<file path="src/rtl/adc_dac_router.sv">
// adc_dac_router: ADC/DAC sample router and conditioner between the board converters and the DSP chain.
//
// Ports:
//   sys_clk, rst_n              clock, asynchronous active-low reset
//   adc_ch0/1, adc_sel          raw offset-binary ADC samples and the channel feeding dsp_in
//   dsp_in                      registered, left-justified signed ADC sample for the decimator
//   down_data/valid             decimator output and clock enable, held in hold_down
//   up_data/valid               interpolator output and clock enable, held in hold_up
//   dac0/1_mode                 per-channel source: 0 adc, 1 down, 2 up, 3 const, 4 ramp, else zero
//   dac0/1_shift                per-channel power-of-two gain 0..3 with saturation
//   dac_const, ramp_step        shared constant test value and sawtooth increment
//   dac0/1_data                 offset-binary DAC words (two register stages after the source)
//   sat_flag, sat_clr           sticky per-channel clip flags and their clear
//   snap_req/ack, snap_*        req/ack snapshot of hold_down, hold_up and dsp_in
module adc_dac_router #(
    parameter int ADC_W = 12,
    parameter int DSP_W = 16,
    parameter int DAC_W = 14
) (
    input  logic             sys_clk,
    input  logic             rst_n,
    input  logic [ADC_W-1:0] adc_ch0,
    input  logic [ADC_W-1:0] adc_ch1,
    input  logic             adc_sel,
    output logic [DSP_W-1:0] dsp_in,
    input  logic [DSP_W-1:0] down_data,
    input  logic             down_valid,
    input  logic [DSP_W-1:0] up_data,
    input  logic             up_valid,
    input  logic [2:0]       dac0_mode,
    input  logic [2:0]       dac1_mode,
    input  logic [1:0]       dac0_shift,
    input  logic [1:0]       dac1_shift,
    input  logic [DSP_W-1:0] dac_const,
    input  logic [DSP_W-1:0] ramp_step,
    output logic [DAC_W-1:0] dac0_data,
    output logic [DAC_W-1:0] dac1_data,
    output logic [1:0]       sat_flag,
    input  logic             sat_clr,
    input  logic             snap_req,
    output logic             snap_ack,
    output logic [DSP_W-1:0] snap_down,
    output logic [DSP_W-1:0] snap_up,
    output logic [DSP_W-1:0] snap_adc
);
    localparam logic [DAC_W-1:0] DAC_MID = {1'b1, {(DAC_W-1){1'b0}}};

    logic [1:0][DSP_W-1:0] cvt_q, cvt_d, src, s1_q, s1_d;
    logic [1:0][DSP_W+2:0] ext;
    logic [1:0][DAC_W-1:0] dac_q, dac_d;
    logic [1:0][2:0]       mode;
    logic [1:0][1:0]       shift;
    logic [1:0]            clip, sat_q, sat_d;
    logic [DSP_W-1:0]      hold_down_q, hold_up_q, ramp_q;
    logic [DSP_W-1:0]      snap_down_q, snap_up_q, snap_adc_q;
    logic                  snap_ack_q, snap_cap;
    logic                  unused_s1;

    assign mode  = {dac1_mode, dac0_mode};
    assign shift = {dac1_shift, dac0_shift};

    always_comb begin
        // Flipping the MSB turns offset binary into two's complement; left-justify into DSP_W.
        cvt_d[0] = DSP_W'({~adc_ch0[ADC_W-1], adc_ch0[ADC_W-2:0]}) << (DSP_W-ADC_W);
        cvt_d[1] = DSP_W'({~adc_ch1[ADC_W-1], adc_ch1[ADC_W-2:0]}) << (DSP_W-ADC_W);
        for (int i = 0; i < 2; i++) begin
            src[i] = (mode[i] == 3'd0) ? cvt_q[i] :
                     (mode[i] == 3'd1) ? hold_down_q :
                     (mode[i] == 3'd2) ? hold_up_q :
                     (mode[i] == 3'd3) ? dac_const :
                     (mode[i] == 3'd4) ? ramp_q : '0;
            // Sign-extend by 3 so the largest shift cannot lose magnitude before the range test.
            ext[i]  = {{3{src[i][DSP_W-1]}}, src[i]} << shift[i];
            // In range only when the guard bits and the DSP sign bit all agree.
            clip[i] = (ext[i][DSP_W+2:DSP_W-1] != '0) && (ext[i][DSP_W+2:DSP_W-1] != '1);
            s1_d[i] = clip[i] ? {ext[i][DSP_W+2], {(DSP_W-1){~ext[i][DSP_W+2]}}} : ext[i][DSP_W-1:0];
            dac_d[i] = {~s1_q[i][DSP_W-1], s1_q[i][DSP_W-2:DSP_W-DAC_W]};
        end
        // A clip in the clearing cycle wins so no overflow is ever lost.
        sat_d = clip | (sat_q & ~{2{sat_clr}});
    end

    assign snap_cap  = snap_req & ~snap_ack_q;
    assign unused_s1 = ^s1_q;

    always_ff @(posedge sys_clk or negedge rst_n) begin
        if (!rst_n) begin
            cvt_q       <= '0;
            hold_down_q <= '0;
            hold_up_q   <= '0;
            ramp_q      <= '0;
            s1_q        <= '0;
            dac_q       <= {DAC_MID, DAC_MID};
            sat_q       <= '0;
            snap_ack_q  <= 1'b0;
            snap_down_q <= '0;
            snap_up_q   <= '0;
            snap_adc_q  <= '0;
        end else begin
            cvt_q      <= cvt_d;
            ramp_q     <= ramp_q + ramp_step;
            s1_q       <= s1_d;
            dac_q      <= dac_d;
            sat_q      <= sat_d;
            snap_ack_q <= snap_req;
            if (down_valid) hold_down_q <= down_data;
            if (up_valid) hold_up_q <= up_data;
            // Captures see the hold values from before any same-cycle valid update.
            if (snap_cap) begin
                snap_down_q <= hold_down_q;
                snap_up_q   <= hold_up_q;
                snap_adc_q  <= dsp_in;
            end
        end
    end

    assign dsp_in    = adc_sel ? cvt_q[1] : cvt_q[0];
    assign dac0_data = dac_q[0];
    assign dac1_data = dac_q[1];
    assign sat_flag  = sat_q;
    assign snap_ack  = snap_ack_q;
    assign snap_down = snap_down_q;
    assign snap_up   = snap_up_q;
    assign snap_adc  = snap_adc_q;
endmodule

</file>
<file path="config.mk">
export PLATFORM = sky130hd
export DESIGN_NAME = adc_dac_router
export DESIGN_NICKNAME = d
export VERILOG_FILES = /design/src/rtl/adc_dac_router.sv
export SDC_FILE = /design/constraint.sdc
export NUM_CORES = 1
export LEC_CHECK = 0
export ABC_AREA = 1
export CORE_MARGIN = 2
export CORE_UTILIZATION = 54
export DETAILED_ROUTE_END_ITERATION = 10
export GPL_TIMING_DRIVEN = 0
export PLACE_DENSITY = 0.85
export SETUP_SLACK_MARGIN = 0.05
export SYNTH_ARGS = -nofsm -noshare
export SYNTH_HDL_FRONTEND = slang
export SYNTH_SLANG_ARGS = --single-unit
export TNS_END_PERCENT = 50
</file>
<file path="constraint.sdc">
create_clock -name sys_clk -period 4 [get_ports sys_clk]
set_clock_uncertainty 0.05 [all_clocks]
set_input_delay 0.8 -clock sys_clk [delete_from_list [all_inputs] [get_ports sys_clk]]
set_output_delay 0.8 -clock sys_clk [all_outputs]
set_load 0.005 [all_outputs]
</file>
==> impl_metrics.json <==
{
  "status": "finished clean",
  "nets": 1391,
  "tightest_slew_ns": 0.654,
  "max_freq_mhz": 288,
  "hold_viol_final": 0,
  "synthCells": 1056,
  "synth.avg_cell_area_um2": 8.12,
  "start_util": 0.546,
  "grt_antenna_before_repair": 0,
  "r2r_cells": 8,
  "io_buffers": 187,
  "relSlewSlack": 0.564,
  "post-cts-setup-buffers": 0,
  "rsz0062_at_grt": "no",
  "dieArea_um2": 16900,
  "end_kind": "output port",
  "top_usage_layer": "met2",
  "cts_sinks": 175,
  "final_util": 0.724,
  "numCtsBuffers": 17,
  "powerDensity_nw_per_um2": 500,
  "drc_errors": 0,
  "setup_viol": 0,
  "vias_per_cell": 5.30,
  "cap_violations": 0,
  "synth_area_leaders": "dfrtp_1 50%, nand2_1 15%, o21ai_0 7.5%, nand3_1 6.0%, inv_1 4.4%",
  "n_antenna_cell": 0,
  "h-tree-depth": 4,
  "final_common_cell": "nand2_1",
  "grt_usage": 0.306,
  "grt_pass1_wl_um": 39200,
  "coreArea_um2": 15700,
  "peakVddDrop_mv": 0.403,
  "yosys_warnings": 0,
  "cts_root_buf": "clkbuf_16",
  "cp_data_arrival_time_ns": 2.62,
  "use_met2": 0.470,
  "clkSlewWorstSetupHoldPaths_ns": 0.07,
  "worst-path-max-fanout": 10,
  "rr_endpoint": "ramp_q[15]",
  "drt_iter0_drc": 782,
  "gp_congestion": 0.966,
  "ios": 200,
  "area_growth_pct": 32.7,
  "post-place-ws_ns": 0.612,
  "hpwl_um": 19600,
  "die_w_um": 130,
  "ys_seq_area_frac": 0.511,
  "synth.top_cell.area_share": 0.505,
  "yosys_register_bits": 175,
  "post-route-period-util": 0.868,
  "dr_total_vias": 7942,
  "ant_nets": 0,
  "holdWs_ns": 0.275,
  "fill_cells": 1218,
  "hold_path_class": "primary input to asynchronous set/reset pin",
  "r2r_setup_slack_ns": 1.70,
  "finalMaxSlewViolations": 0,
  "rows": 46,
  "ctsHoldBuffers": 0,
  "cts_tree": "yes",
  "use_met1": 0.423,
  "cp-start-kind": "primary input",
  "final_cell_mix": "343 x nand2_1, 186 x clkdlybuf4s50_1, 173 x dfrtp_1, 128 x o21ai_0, 103 x nand3_1",
  "detail_route.first_pass.iterations": 5,
  "groute.layer.met3.usage": 0.0541,
  "dieHeight_um": 130,
  "period_needed_ns": 3.47,
  "grt_max_degree": 96,
  "leakage_uw": 0.00548,
  "wl_per_cell_um": 16.5,
  "drive_above_1_share": 0.0764,
  "worstSetupPathType": "primary input to output port",
  "synth-edff-count": 0,
  "required_ns": 3.15,
  "ys.flop_type": "dfrtp_1",
  "synthArstFlopShare": 1.00,
  "setup_slack_ns": 0.528,
  "cts_resized": 0,
  "yosys.area.top_type": "dfrtp_1",
  "grt_remaining_overflow": 0,
  "clockBufferDepth": 2,
  "first_global_vias": 7610,
  "routed_wl_um": 24800,
  "yosysUniqueCellTypes": 43,
  "r2r-start": "ramp_q[2]",
  "insertion_delay_ns": 0.44,
  "netlist_area_um2": 8580
}
## per-stage QoR
stage / std cells / setup TNS [ns] / instance area [um^2] / power (uW)
floorplan: 1063 / 0 / 8600 / 3230
detailed placement: 1467 / 0 / 10800 / 4000
global route: 1499 / 0 / 11400 / 6010
CTS: 1499 / 0 / 11400 / 5690
finish: 1499 / 0 / 11400 / 5690
global placement: 1466 / -807.50 / 10700 / 3950
## worst max-delay path by stage
stage	endpoint	slack, ns	startpoint
after detailed placement	dsp_in[14]	0.61	adc_sel
after floorplan	ramp_q[10]	1.53	ramp_step[0]
after global routing	dsp_in[6]	0.40	adc_sel
after CTS	dsp_in[14]	0.58	adc_sel
final	dsp_in[6]	0.53	adc_sel
after global placement	ramp_q[6]	-4.65	rst_n
## final cells by class
type,count,area [um^2],share of cell area
buffer,50,264,0.0232
tap,216,270,0.0237
clock inverter,15,179,0.0157
multi-input combinational,725,3530,0.310
clock buffer,17,425,0.0374
sequential,175,4380,0.385
inverter,113,430,0.0378
timing repair buffer,188,1900,0.167
## flip-flops by register name (all words and copies together) (netlist names)
name	cells
dac_d	26
hold_down_q	16
snap_up	16
ramp_q	16
sat_flag	2
snap_ack	1
hold_up_q	16
snap_adc	12
dac0_data	14
cvt_q	24
dac1_data	14
snap_down	16
s1_q	2
## logic make-up after synthesis
kind of cell / synth area share
mux: 0.00627
other cells: 0.000437
flops: 0.511
fa+ha+maj: 0.0242
xor+xnor: 0.0153
buf+inv: 0.0810
simple gates: 0.255
compound gates: 0.107
## synth_stat cells, types with 3 or more instances
| cell | number |
|---|---|
| nand2_1 | 343 |
| dfrtp_1 | 173 |
| o21ai_0 | 128 |
| nand3_1 | 103 |
| inv_1 | 100 |
| nor2_1 | 28 |
| a21oi_1 | 25 |
| clkbuf_1 | 23 |
| ha_1 | 15 |
| xor2_1 | 11 |
| buf_2 | 10 |
| buf_4 | 8 |
| inv_2 | 8 |
| o211ai_1 | 8 |
| nand2_2 | 7 |
| nand3_2 | 7 |
| buf_1 | 5 |
| nand2_4 | 4 |
| nor2_4 | 4 |
| xnor2_1 | 4 |
| buf_6 | 3 |
| mux2_2 | 3 |
| nand4_1 | 3 |
| nor2_2 | 3 |
| o21ai_1 | 3 |
## report_power, final
group | total, uW | internal (uW) | switching (uW)
sequential | 2290 | 2130 | 168
combinational | 1710 | 775 | 932
clock | 1690 | 943 | 748
## layer usage
metal  routed length [um]  up-vias
li1                     -     3792
met1                10700     3753
met2                11500      328
met3                 1550       69
met4                 1100        0
met5                    0        -
## worst max-delay path, stage by stage
cell,delay [ns]
clkdlybuf4s50_1,0.45
clkbuf_1,0.27
o21ai_0,0.50
clkdlybuf4s50_1,0.60
No activity file was read; power rests on OpenSTA's default activity.
